## config.mk

```make
export PLATFORM = sky130hd
export DESIGN_NAME = multi_clkdiv
export DESIGN_NICKNAME = d
export VERILOG_FILES = /design/src/rtl/clkdiv_pkg.sv /design/src/rtl/clkdiv_chan.sv /design/src/rtl/multi_clkdiv.sv
export SDC_FILE = /design/constraint.sdc
export NUM_CORES = 1
export LEC_CHECK = 0
export CORE_ASPECT_RATIO = 2
export CORE_UTILIZATION = 55
export CTS_CLUSTER_SIZE = 20
export DETAILED_ROUTE_END_ITERATION = 7
export GPL_TIMING_DRIVEN = 1
export PLACE_DENSITY = 0.73
export SKIP_LAST_GASP = 1
export SYNTH_ARGS = -nofsm -noshare
export SYNTH_HDL_FRONTEND = slang
export SYNTH_SLANG_ARGS = --single-unit
export TNS_END_PERCENT = 20
```

## constraint.sdc

```tcl
create_clock -name clk -period 2.18 [get_ports clk]
set_input_delay 0.218 -clock clk [delete_from_list [all_inputs] [get_ports clk]]
set_output_delay 0.218 -clock clk [all_outputs]
set_load 0.01 [all_outputs]
```

## src/rtl/clkdiv_pkg.sv

```systemverilog
// clkdiv_pkg: shared constants and helpers for the multi-channel clock divider
package clkdiv_pkg;
    localparam logic MODE_TOGGLE = 1'b0;
    localparam logic MODE_PULSE = 1'b1;
    localparam int DIV_W_DEF = 16;
    localparam int DEFAULT_DIV_DEF = 49999;
    function automatic int clog2(input int n);
        int r;
        r = 0;
        for (int k = 0; k < 32; k++) if ((1 << r) < n) r++;
        return r;
    endfunction
endpackage

```

## src/rtl/clkdiv_chan.sv

```systemverilog
// clkdiv_chan: one divider channel with shadowed divisor, toggle/pulse output
module clkdiv_chan
    import clkdiv_pkg::*;
#(
    parameter int DIV_W = DIV_W_DEF,
    parameter int DEFAULT_DIV = DEFAULT_DIV_DEF
) (
    input  logic             clk,
    input  logic             rst,
    input  logic             en,
    input  logic             mode,
    input  logic             sync,
    input  logic             wr,
    input  logic [DIV_W-1:0] cfg_div,
    output logic             clk_out,
    output logic             tick,
    output logic             pend
);
    logic [DIV_W-1:0] cnt, div_act, div_shd, cnt_n, act_n, shd_n;
    logic pend_n, tog, tog_n, tick_n;
    // next state: sync > disabled > terminal count > count, then the divisor write lands on top
    always_comb begin
        cnt_n = cnt + 1'b1;
        act_n = div_act;
        shd_n = div_shd;
        pend_n = pend;
        tog_n = tog;
        tick_n = 1'b0;
        if (sync) begin
            cnt_n = '0;
            tog_n = 1'b0;
            act_n = pend ? div_shd : div_act;
            pend_n = 1'b0;
        end else if (!en) begin
            cnt_n = '0;
            tog_n = 1'b0;
        end else if (cnt == div_act) begin
            cnt_n = '0;
            tick_n = 1'b1;
            tog_n = ~tog;
            act_n = pend ? div_shd : div_act;
            pend_n = 1'b0;
        end
        if (wr && en) begin
            shd_n = cfg_div;
            pend_n = 1'b1;
        end else if (wr) begin
            act_n = cfg_div;
        end
    end
    // state and registered outputs; clk_out follows the mode sampled at this edge
    always_ff @(posedge clk) begin
        if (rst) begin
            cnt <= '0;
            div_act <= DIV_W'(DEFAULT_DIV);
            div_shd <= DIV_W'(DEFAULT_DIV);
            pend <= 1'b0;
            tog <= 1'b0;
            tick <= 1'b0;
            clk_out <= 1'b0;
        end else begin
            cnt <= cnt_n;
            div_act <= act_n;
            div_shd <= shd_n;
            pend <= pend_n;
            tog <= tog_n;
            tick <= tick_n;
            clk_out <= (mode == MODE_PULSE) ? tick_n : tog_n;
        end
    end
endmodule

```

## src/rtl/multi_clkdiv.sv

```systemverilog
// multi_clkdiv: N-channel programmable clock divider / tick generator
module multi_clkdiv
    import clkdiv_pkg::*;
#(
    parameter int N_CH = 4,
    parameter int DIV_W = DIV_W_DEF,
    parameter int DEFAULT_DIV = DEFAULT_DIV_DEF,
    localparam int CH_W = (clog2(N_CH) < 1) ? 1 : clog2(N_CH)
) (
    input  logic             clk,
    input  logic             rst,
    input  logic [N_CH-1:0]  en,
    input  logic [N_CH-1:0]  mode,
    input  logic             sync,
    input  logic             cfg_we,
    input  logic [CH_W-1:0]  cfg_ch,
    input  logic [DIV_W-1:0] cfg_div,
    output logic [N_CH-1:0]  clk_out,
    output logic [N_CH-1:0]  tick,
    output logic [N_CH-1:0]  pend
);
    genvar i;
    generate
        for (i = 0; i < N_CH; i++) begin : g_ch
            clkdiv_chan #(.DIV_W(DIV_W), .DEFAULT_DIV(DEFAULT_DIV)) u_ch (
                .clk(clk),
                .rst(rst),
                .en(en[i]),
                .mode(mode[i]),
                .sync(sync),
                .wr(cfg_we && (cfg_ch == CH_W'(i))),
                .cfg_div(cfg_div),
                .clk_out(clk_out[i]),
                .tick(tick[i]),
                .pend(pend[i])
            );
        end
    endgenerate
endmodule

```

==> summary.md <==
| Metric | Value |
|---|---|
| Die width | slightly below 100 um |
| # IOs | 42 |
| H-tree levels | 1 |
| Seq pwr share | 0.497 |
| Hold buffer count at cts | 0 |
| Number of setup buffers added after CTS | 0 |
| Crit share post-route | 0.893 |
| # setup viols final | 0 |
| Drt pass-1 iters | 5 |
| Syn_area_per_cell | ~8.6 um^2 |
| Synth unique cells | between 40 and 50 |
| Psw | between 1.5 and 2 mW |
| Worst Hold End | g_ch[3].u_ch.div_shd[13] |
| GP Congestion | about 0.85 |
| GRT Total Usage | 0.257 |
| Worst Hold Class | input port to flip-flop |
| Sw frac | 0.234 |
| Ys Warns | 0 |
| Initial antenna violation count | 0 |
| Post-DP HPWL | between 15000 and 20000 um |
| Layout Cells excl Fill | 1414 |
| Setup crit end kind | flip-flop |
| Via count | ~8200 |
| DP Worst Slack | approximately 31 ps |
| Clock sink count | ~210 |
| Relative slew slack | 0.571 |
| CP required | roughly 2600 ps |
| CP max stage cell | dfxtp_1 |
| Layout cells sized above 1 | 0.103 |
| Final Max Tran Viols | 0 |
| Filler Cells Inserted | 1600 |
| Reg-to-Reg Start | g_ch[0].u_ch.cnt[13] |
| RSZ-0062 raised after global routing | false |
| Max frequency | roughly 510 MHz |
| Mapped Nets | between 1000 and 1500 |
| Status | finished clean |
| CTS Buffer Depth | 3 |
| Final nets | between 1000 and 1500 |
| Port bufs | just over 40 |
| Tightest Pin Transition | 644 ps |
| Post_cts resized | 0 |
| Comb pwr share | 0.069 |
| CP bufs+invs | 2 |
| Pwr dens | around 700 nW/um^2 |
| Mapped Cells | around 1200 |
| Worst reg-to-reg setup slack | between 200 and 250 ps |
| Final Power | slightly below 8 mW |
| Lkg Pwr | just under 4 nW |
| CTS tree | done |
| Die Ht | between 150 and 200 um |
| CP Cell Sequence | xnor2_1 > nand4_1 > nor4_4 > buf_4 > or2_0 > buf_4 > nor2_1 |
| Worst Hold Path Cells | 2 |
| Vias/cell | 5.77 |
| Root Buffer | clkbuf_16 |
| Max VDD drop | approximately 600 uV |
| Clk_lat worst skew | ~500 ps |
| Worst-path clk slew | roughly 60 ps |
| First-pass GRT wire length | just over 40000 um |
| Drt drc | 0 |
| Crit-path max cell delay | 350 ps |
| Grt ovf | 0 |
| Final WL | roughly 24000 um |
| CP Launch Type | flip-flop |
| Clock Power Share | 0.433 |
| CTS buffer count | 20 |
| Min Tclk post-route | 1950 ps |
| CP Max Fanout | 16 |
| Worst Skew | ~11 ps |
| Vias in the first global route | roughly 8000 |
| Family with the most delay on the worst path | simple AND/OR/NAND/NOR gates |
| Seq/Total Area, Yosys | 0.405 |
| Largest net degree at the start of global routing | just over 70 |
| Synthesis-to-finish area growth | 10.9% |
| Setup TNS | 0 ps |
| Die area | between 15000 and 20000 um^2 |
| Core Box Area | 18300 um^2 |
| Initial Utilization | 0.561 |
| Antenna Nets Post-Route | 0 |
| Hold Vio Cnt, Final | 0 |
| Reg-to-reg endpoint | g_ch[0].u_ch.cnt[8] |
| Antenna diodes | 0 |
| Netlist Area Pre-Place | just over 10000 um^2 |
| # Max-Cap Violations | 0 |
| Reg2Reg Depth | 7 |
| Hold Slack | roughly 150 ps |
| Dpl cells | roughly 1400 |
| Register bit total from synthesis | 208 |
| Pint | 6.07 mW |
| Fin worst setup slack | between 200 and 250 ps |
| Arrival time worst endpoint | 2340 ps |
| Hold_sp | rst |
| Wire per inst | 17.0 um |
| Critical path class | flip-flop to flip-flop |
| DRT iter0 DRCs | between 300 and 400 |
| Critical Path Most Common Cell | buf_4 |
| # rows | 70 |
-- registers in the layout (all words and copies together), names as in the netlist --
signal	cells
g_ch.u_ch.div_act	64
g_ch.u_ch.div_shd	64
g_ch.u_ch.tick	4
g_ch.u_ch.pend	4
g_ch.u_ch.clk_out	4
g_ch.u_ch.tog	4
g_ch.u_ch.cnt	64
-- cells in the mapped netlist --
library cell  instances  area, um^2
a2111oi_0            27         236
a2111oi_1             1        10.0
a211o_1               4        35.0
a211oi_1             73         548
a211oi_2             27         338
a21o_2                3        26.3
a21o_4                1        15.0
a21oi_1              32         160
and2_1               10        62.6
and3_1               14        87.6
and4_1                5        43.8
buf_1                 3        11.3
buf_12                1        20.0
buf_2                10        50.1
buf_4                27         203
buf_6                17         191
clkbuf_1             60         225
clkbuf_2              1        5.00
dfxtp_1             208        4160
ha_1                  4        50.1
inv_1                16        60.1
nand2_1             151         567
nand2b_1              3        18.8
nand3_1              22         110
nand3b_1             37         278
nand4_1              25         156
nor2_1              118         443
nor2b_1               4        25.0
nor3_1               79         395
nor3b_1               1        7.51
nor4_1                3        18.8
nor4_4                4        85.1
nor4b_2               1        15.0
o21bai_1             28         210
or2_0                 2        12.5
or2_1                 2        12.5
or2_2                 1        6.26
or3_1                38         238
xnor2_1              97         850
xnor2_2               1        16.3
xor2_1               30         263
-- layout make-up --
class / instances / area, um^2 / share of cell area
clock buffers: 30 / 619 / 0.0544
clock inverters: 5 / 25.0 / 0.00220
multi-input cells: 848 / 5350 / 0.470
flip-flops and latches: 208 / 4160 / 0.366
repair buffers: 91 / 896 / 0.0787
well taps: 216 / 270 / 0.0237
inverters: 16 / 60.1 / 0.00528
-- worst max path at each step --
| stage | from | endpoint | cells after the start |
|---|---|---|---|
| 4_1_cts | g_ch[1].u_ch.cnt[5] | g_ch[1].u_ch.div_act[11] | 5 |
| 2_1_floorplan | g_ch[0].u_ch.cnt[0] | g_ch[0].u_ch.div_act[10] | 6 |
| 6_report | g_ch[0].u_ch.cnt[13] | g_ch[0].u_ch.cnt[8] | 7 |
| 3_3_place_gp | cfg_ch[0] | g_ch[1].u_ch.div_act[15] | 5 |
| 3_5_place_dp | cfg_ch[0] | g_ch[1].u_ch.div_act[15] | 5 |
| 5_1_grt | g_ch[1].u_ch.cnt[5] | g_ch[1].u_ch.div_act[11] | 5 |
-- cells in the final DEF (no fill, tap or decap), types with 2 or more instances in the layout --
| master | count |
|---|---|
| dfxtp_1 | 208 |
| nand2_1 | 151 |
| nor2_1 | 118 |
| xnor2_1 | 97 |
| nor3_1 | 77 |
| a211oi_1 | 73 |
| buf_4 | 42 |
| clkdlybuf4s50_1 | 40 |
| or3_1 | 38 |
| nand3b_1 | 37 |
| a21oi_1 | 32 |
| xor2_1 | 30 |
| o21bai_1 | 28 |
| a211oi_2 | 27 |
| a2111oi_0 | 27 |
| nand4_1 | 25 |
| nand3_1 | 22 |
| clkbuf_16 | 21 |
| inv_1 | 16 |
| and3_1 | 14 |
| and2_1 | 10 |
| buf_12 | 9 |
| clkbuf_8 | 6 |
| and4_1 | 5 |
| clkinv_2 | 5 |
| nor4_4 | 4 |
| a211o_1 | 4 |
| nor2b_1 | 4 |
| ha_1 | 4 |
| nand2b_1 | 3 |
| a21o_2 | 3 |
| nor4_1 | 3 |
| clkbuf_1 | 3 |
| or2_0 | 2 |
| or2_1 | 2 |
| nor3_2 | 2 |
-- per-stage QoR --
stage	util	cell area, um^2
floorplan	-	10300
global route	0.622	11400
finish	0.622	11400
global placement	0.587	10700
detailed placement	0.587	10700
CTS	0.622	11400
-- power by group through the flow --
| stage | registers (mW) | logic [mW] | clock network, mW |
|---|---|---|---|
| after floorplan | 4.01 | 0.373 | 0 |
| after global placement | 4.02 | 0.540 | 0 |
| after detailed placement | 4.02 | 0.549 | 0 |
| after CTS | 3.94 | 0.551 | 3.51 |
| after global routing | 3.95 | 0.603 | 3.64 |
| final | 3.94 | 0.550 | 3.43 |
-- routing by layer --
metal	share of wire	GRT usage	vias to the layer above
li1	-	-	4107
met1	0.41	0.296	3843
met2	0.51	0.462	151
met3	0.030	0.0272	54
met4	0.049	0.134	0
met5	0	0	-
-- logic make-up (layout without fill, tap and decap cells) --
family	after synthesis	after routing	synth area share
AO/OA/AOI/OAI	196	196	0.154
buffers and inverters	135	142	0.0746
AND/OR/NAND/NOR	520	520	0.251
flip-flops	208	208	0.405
adder cells (fa/ha/maj)	4	4	0.00487
XOR/XNOR	128	128	0.110
No activity file was read; power rests on OpenSTA's default activity.
